[config.mk]
export PLATFORM = sky130hd
export DESIGN_NAME = mem_arbiter
export DESIGN_NICKNAME = d
export VERILOG_FILES = /design/src/rtl/mem_arbiter.sv
export SDC_FILE = /design/constraint.sdc
export NUM_CORES = 1
export LEC_CHECK = 0
export CORE_ASPECT_RATIO = 1.25
export CORE_MARGIN = 2
export CORE_UTILIZATION = 40
export DETAILED_ROUTE_END_ITERATION = 6
export GPL_TIMING_DRIVEN = 1
export MAX_ROUTING_LAYER = met4
export PLACE_DENSITY = 0.89
export SLEW_MARGIN = 20
export SYNTH_ARGS = -nofsm -noshare
export SYNTH_HDL_FRONTEND = slang
export SYNTH_SLANG_ARGS = --single-unit
[constraint.sdc]
create_clock -name clk -period 2.09 [get_ports clk]
set_input_delay 0.5225 -clock clk [delete_from_list [all_inputs] [get_ports clk]]
set_output_delay 0.5225 -clock clk [all_outputs]
set_load 0.01 [all_outputs]
[src/rtl/mem_arbiter.sv]
// rtl/mem_arbiter.sv - two-port arbiter and sequencer for the single-port negedge mips RAM
// RAM controls launch from posedge flops so they are settled at the RAM's negedge inside ISSUE.
module mem_arbiter #(
  parameter int AW        = 8,
  parameter int DW        = 8,
  parameter int FIXED_PRI = 0
) (
  input  logic          clk,
  input  logic          reset,
  input  logic          p0_req,
  input  logic          p0_we,
  input  logic [AW-1:0] p0_adr,
  input  logic [DW-1:0] p0_wdata,
  output logic          p0_ack,
  output logic [DW-1:0] p0_rdata,
  input  logic          p1_req,
  input  logic          p1_we,
  input  logic [AW-1:0] p1_adr,
  input  logic [DW-1:0] p1_wdata,
  output logic          p1_ack,
  output logic [DW-1:0] p1_rdata,
  output logic          ram_memwrite,
  output logic [AW-1:0] ram_adr,
  output logic [DW-1:0] ram_writedata,
  input  logic [DW-1:0] ram_memdata
);

  typedef enum logic [1:0] {IDLE, ISSUE, ACK} state_t;

  state_t        state, state_nxt;
  logic          cur, cur_nxt;
  logic          last_gnt, last_gnt_nxt;
  logic          winner;
  logic          memwrite_nxt;
  logic [AW-1:0] adr_nxt;
  logic [DW-1:0] wdata_nxt;
  logic          p0_ack_nxt, p1_ack_nxt;
  logic [DW-1:0] p0_rdata_nxt, p1_rdata_nxt;

  // On a tie, fixed mode favours port 0; round-robin favours the port not served last.
  always_comb begin
    winner = p1_req;
    if (p0_req && p1_req) begin
      winner = (FIXED_PRI != 0) ? 1'b0 : ~last_gnt;
    end
  end

  always_comb begin
    state_nxt    = state;
    cur_nxt      = cur;
    last_gnt_nxt = last_gnt;
    memwrite_nxt = ram_memwrite;
    adr_nxt      = ram_adr;
    wdata_nxt    = ram_writedata;
    p0_ack_nxt   = 1'b0;
    p1_ack_nxt   = 1'b0;
    p0_rdata_nxt = p0_rdata;
    p1_rdata_nxt = p1_rdata;
    case (state)
      IDLE: begin
        memwrite_nxt = 1'b0;
        if (p0_req || p1_req) begin
          adr_nxt      = winner ? p1_adr   : p0_adr;
          wdata_nxt    = winner ? p1_wdata : p0_wdata;
          memwrite_nxt = winner ? p1_we    : p0_we;
          cur_nxt      = winner;
          last_gnt_nxt = winner;
          state_nxt    = ISSUE;
        end
      end
      ISSUE: begin
        // After a write the RAM echoes the written byte, so rdata equals wdata.
        if (cur) begin
          p1_rdata_nxt = ram_memdata;
          p1_ack_nxt   = 1'b1;
        end else begin
          p0_rdata_nxt = ram_memdata;
          p0_ack_nxt   = 1'b1;
        end
        memwrite_nxt = 1'b0;
        state_nxt    = ACK;
      end
      ACK: begin
        state_nxt = IDLE;
      end
      default: begin
        memwrite_nxt = 1'b0;
        state_nxt    = IDLE;
      end
    endcase
  end

  always_ff @(posedge clk or posedge reset) begin
    if (reset) begin
      state         <= IDLE;
      cur           <= 1'b0;
      last_gnt      <= 1'b1;
      ram_memwrite  <= 1'b0;
      ram_adr       <= '0;
      ram_writedata <= '0;
      p0_ack        <= 1'b0;
      p1_ack        <= 1'b0;
      p0_rdata      <= '0;
      p1_rdata      <= '0;
    end else begin
      state         <= state_nxt;
      cur           <= cur_nxt;
      last_gnt      <= last_gnt_nxt;
      ram_memwrite  <= memwrite_nxt;
      ram_adr       <= adr_nxt;
      ram_writedata <= wdata_nxt;
      p0_ack        <= p0_ack_nxt;
      p1_ack        <= p1_ack_nxt;
      p0_rdata      <= p0_rdata_nxt;
      p1_rdata      <= p1_rdata_nxt;
    end
  end

endmodule

Word level (Yosys, flattened, before mapping)
Index checks and enable logic that the tools add are counted.
Cells by class
  eq/ne operators: 3
  bitwise gates (word level): 2
  reduce and logical (&&, ||, !) cells: 6
  mux-type cells: 12
Operators by type and width (count)
  $mux W8: 2
  $mux W1: 7
  $reduce_and A2 Y1: 3
  $pmux W2 S2: 1
  $eq A2 B1 Y1 const B: 1
  $eq A2 B2 Y1 const B: 1
  $logic_not A2 Y1: 1
  $mux W2: 1
  $ne A2 B2 Y1 const B: 1
  $not A1 Y1: 2
  $pmux W1 S2: 1
  $logic_and A1 B1 Y1: 1
  $logic_or A1 B1 Y1: 1
Word-level totals
  flip-flop bits (word level): 39

Logic depth before layout (Yosys ltp)
  depth after elaboration: 5
  gate-level depth with buffers: 5
  gate-level depth less buffers: 3

Least setup slack after synthesis
No wires, ideal clock.
  kind: input to register
  start point: in p1_req
  end point: reg ram_adr[7]
  data arrival time: 1.511 ns
  cell stages on the path: 5
  setup time: 0.125 ns
  buffers on the path: 2
  required time: 1.965 ns
  setup slack: 0.454 ns
  cell sequence: a21bo_1 -> buf_6 -> buf_12 -> mux2_4 -> mux2_2
Between the ends
  cells in the longest elaborated chain, start to end: 3
  elaborated cells on any way between the ends: 5
  those cells by class: 2 x mux; 3 x reduce/logical
RTL lines
  from (decl): line 16  | input logic p1_req,
  $logic_and A1 B1 Y1: line 43  | if (p0_req && p1_req) begin
  $mux W1: line 43
  $mux W8: line 63  | adr_nxt = winner ? p1_adr : p0_adr;
  to (signal assigned): line 110  | ram_adr <= adr_nxt;
  to (decl): line 23  | output logic [AW-1:0] ram_adr,
Parallel ways exist; a longest one is shown, timed or not.
A chain may end at the register's enable or synchronous reset.

Worst setup path after layout
  start point: in p1_req
  end point: reg ram_adr[3]
Same word-level chain as after synthesis.

==> Implementation_results.wiki <==
{| class="wikitable"
! Metric !! Value
|-
| Total area of multi-input combinational cells || 653.1 um^2
|-
| Number of fillers in the final layout || 294
|-
| Number of vias per cell || 4.839
|-
| Number of setup violations in the final report || 0
|-
| Vert. Die Dim || 76.52 um
|-
| Path type of the worst setup path || in2reg
|-
| Ports placed on the boundary || 81
|-
| Final critical-path required period || 1.831 ns
|-
| Area share of the largest cell type after synthesis || 56.51%
|-
| Number of buffer cells added on primary ports || 80
|-
| Initial core utilization || 41.38%
|-
| Cell type contributing the most total cell area after synthesis || sky130_fd_sc_hd__dfrtp_1
|-
| Clock skew after layout || 0.007059 ns
|-
| Pwr per Cell Area || 1360 nW/um^2
|-
| Distinct cell type count of the synthesized netlist || 19
|-
| Portion of the post-synthesis area used by sequential elements || 58.07%
|-
| Wire length per cell after detailed routing || 15.50 um
|-
| Wire length after detailed routing || 3.953 mm
|-
| Req. time, crit path || 2.26 ns
|-
| CTS Hold Buffers Added || 0
|-
| Depth of the worst register-to-register path || 4
|-
| Synth Warn # || 0
|-
| FMAX || 0.5460 GHz
|-
| Peak VDD IR || 691.1 uV
|-
| Largest cells by area after synthesis || sky130_fd_sc_hd__dfrtp_1, sky130_fd_sc_hd__mux2_2, sky130_fd_sc_hd__mux2_4
|-
| Number of levels in the clock H-tree || 2
|-
| Critical path capture point type || register
|-
| Core box area || 4066 um^2
|-
| TritonCTS sink count || 39
|-
| GRT Residual Overflow || 0
|-
| Max Root-Sink Buffers || 2
|-
| X dimension of the die || 62.02 um
|-
| Cell area after synthesis || 1683 um^2
|-
| Number of hold violations in the final report || 0
|-
| Clock latency on the worst-skew pair || 0.29 ns
|-
| Syn-to-layout area delta || 58.44%
|-
| Critical path data arrival time || 2.00 ns
|-
| Remaining design rule violation count || 0
|-
| WHS Path Cells || 1
|-
| Cells after Synth || 107
|-
| Cell count after placement || 247
|-
| Antenna violations before repair || 0
|-
| Number of max-cap violations || 0
|-
| Post-route clock period utilization || 87.63%
|-
| Number of enable flip-flop cells after synthesis || 0
|-
| N_diodes || 0
|-
| Prevailing post-synth register cell || sky130_fd_sc_hd__dfrtp_1
|-
| Switching portion of total power || 29.97%
|-
| Internal power consumption || 2.539 mW
|-
| Logic gate share of total power || 49.7%
|-
| # nets final || 244
|-
| RSZ-0062 raised after global routing || false
|-
| Vias in the first global route || 1283
|-
| Startpoint kind of the worst setup timing path || input pin
|-
| Number of clock buffers inserted by TritonCTS || 5
|-
| Sum of net half-perimeters after detailed placement || 3.038 mm
|-
| Net switching power || 1.087 mW
|-
| Cell chain of the critical path || clkdlybuf4s50_1, a21bo_1, buf_4, mux2_2, mux2_2
|-
| CTS clk-pin slew, worst paths || 0.07 ns
|-
| Cell Count, Final, Fillers Out || 255
|-
| Class of the most critical hold timing path || reg2reg
|-
| Detailed-route via count || 1234
|-
| Crit Path Max Fanout || 8
|-
| Dominant cell type by count on the critical path || sky130_fd_sc_hd__mux2_2
|-
| All-layer global routing usage || 17.87%
|-
| Register bit count reported by yosys || 39
|-
| Commonest cells in the synthesized netlist || sky130_fd_sc_hd__mux2_2, sky130_fd_sc_hd__dfrtp_1, sky130_fd_sc_hd__mux2_4
|-
| Clock network power share || 13.1%
|-
| Number of pins with negative max-slew slack in the final report || 0
|-
| Gp weighted congestion || 0.6957
|-
| First-pass GRT wire length || 5.871 mm
|-
| Pin slew with the least headroom to its limit || 0.4882 ns
|-
| Part of the power in registers || 37.2%
|-
| Setup Buffers After CTS || 0
|-
| Floorplan die area || 4745 um^2
|-
| Share of final-layout standard cells stronger than drive strength 1 || 32.16%
|-
| Total leakage power || 1.149 nW
|-
| Post-synth ARST share || 100.0%
|-
| Worst-case headroom to the max-slew limit || 67.46%
|-
| Antenna-violating nets left || 0
|-
| Utilization after layout || 65.57%
|-
| Total Power Consumption || 3.625 mW
|-
| Max stage delay on crit path || 0.43 ns
|-
| Nets in the synthesized netlist || 153
|-
| Synth Area per Inst || 15.73 um^2
|-
| Drt initial violations || 29
|-
| Most repeated cell in the gate-level netlist after synthesis || sky130_fd_sc_hd__mux2_2
|-
| Resize count post-CTS || 0
|-
| Slowest CP cell || sky130_fd_sc_hd__clkdlybuf4s50_1
|-
| First-pass iteration count of the detailed router || 4
|-
| Maximum number of pins on one net before global-route repair || 40
|-
| Storage element area || 977.2 um^2
|-
| Clock tree from TritonCTS || built
|-
| CTS root buf || sky130_fd_sc_hd__clkbuf_8
|-
| Result of the run || complete, no violations
|-
| Number of core rows || 26
|}
-- power by group through the flow --
stage	Combinational (mW)	Clock [mW]	Sequential, mW
after floorplan	0.714	0	1.50
after global placement	1.77	0	1.33
after detailed placement	1.83	0	1.36
after CTS	1.83	0.501	1.35
after global routing	1.93	0.530	1.39
final	1.80	0.476	1.35
-- cells by family (layout without fill, tap and decap cells) --
family / Yosys count / after routing / synth area share (%)
AOI/OAI and AO/OA: 6 / 6 / 2.603
buffers and inverters: 7 / 99 / 3.123
DFF: 39 / 39 / 58.07
muxes: 49 / 49 / 34.50
and+or+nand+nor: 6 / 6 / 1.710
-- layer usage --
metal  up-vias  part of all wire, %  track usage, %
met2        60                   53           30.10
li1        563                    -               -
met4         0                  3.3           11.06
met5         -                    0               -
met1       600                   38           17.20
met3        11                  6.6           4.414
-- final timing paths --
kind / from / endpoint / slack [ns]
worst max-delay path: p1_req / ram_adr[3] / 0.26
worst min-delay path: ram_adr[4] / ram_adr[4] / 0.50
worst max register to register: last_gnt / ram_adr[3] / 0.46
worst min register to register: ram_adr[4] / ram_adr[4] / 0.50
max in group asynchronous: reset / last_gnt / 1.09
min in group asynchronous: reset / ram_adr[4] / 0.65
-- placed cells by master, fill, tap and decap left out, drive strengths merged --
cell type / instances
a21bo: 1
a21o: 1
a21oi: 1
a31oi: 1
buf: 8
clkbuf: 7
clkdlybuf4s50: 80
clkinv: 1
dfrtp: 38
dfstp: 1
inv: 3
mux2: 48
mux2i: 1
nand2: 2
nor2: 1
nor2b: 2
nor3: 1
o21ai: 1
o22ai: 1
-- cell type report --
| class | instances | share of cell area, % |
|---|---|---|
| repair buffers | 88 | 32.75 |
| flip-flops and latches | 39 | 36.65 |
| inverters | 3 | 0.4223 |
| multi-input cells | 61 | 24.50 |
| clock inverters | 1 | 0.1877 |
| well taps | 56 | 2.628 |
| clock buffers | 7 | 2.863 |
-- stage by stage --
stage / hold slack [ns] / cell area [um^2] / setup slack [ns] / setup TNS (ns)
6_report: 0.5043 / 2666 / 0.2585 / 0
3_5_place_dp: 0.4940 / 2585 / -0.04452 / -0.3901
5_1_grt: 0.5226 / 2666 / 0.2104 / 0
3_3_place_gp: 0.4832 / 2585 / 0.02698 / 0
4_1_cts: 0.5100 / 2666 / 0.2513 / 0
2_1_floorplan: 0.4700 / 1683 / 0.4543 / 0
-- registers in the layout, indices dropped and copies added, names as in the netlist --
register,count
p0_rdata,8
ram_adr,8
p1_ack,1
last_gnt,1
ram_memwrite,1
ram_writedata,8
p1_rdata,8
state,2
p0_ack,1
cur,1
-- worst max-delay path, delay by kind of cell --
family	cells	cell delay, ns
buf+inv	2	0.62
mux	2	0.60
compound gates	1	0.26
(Power assumes the default switching activity.)
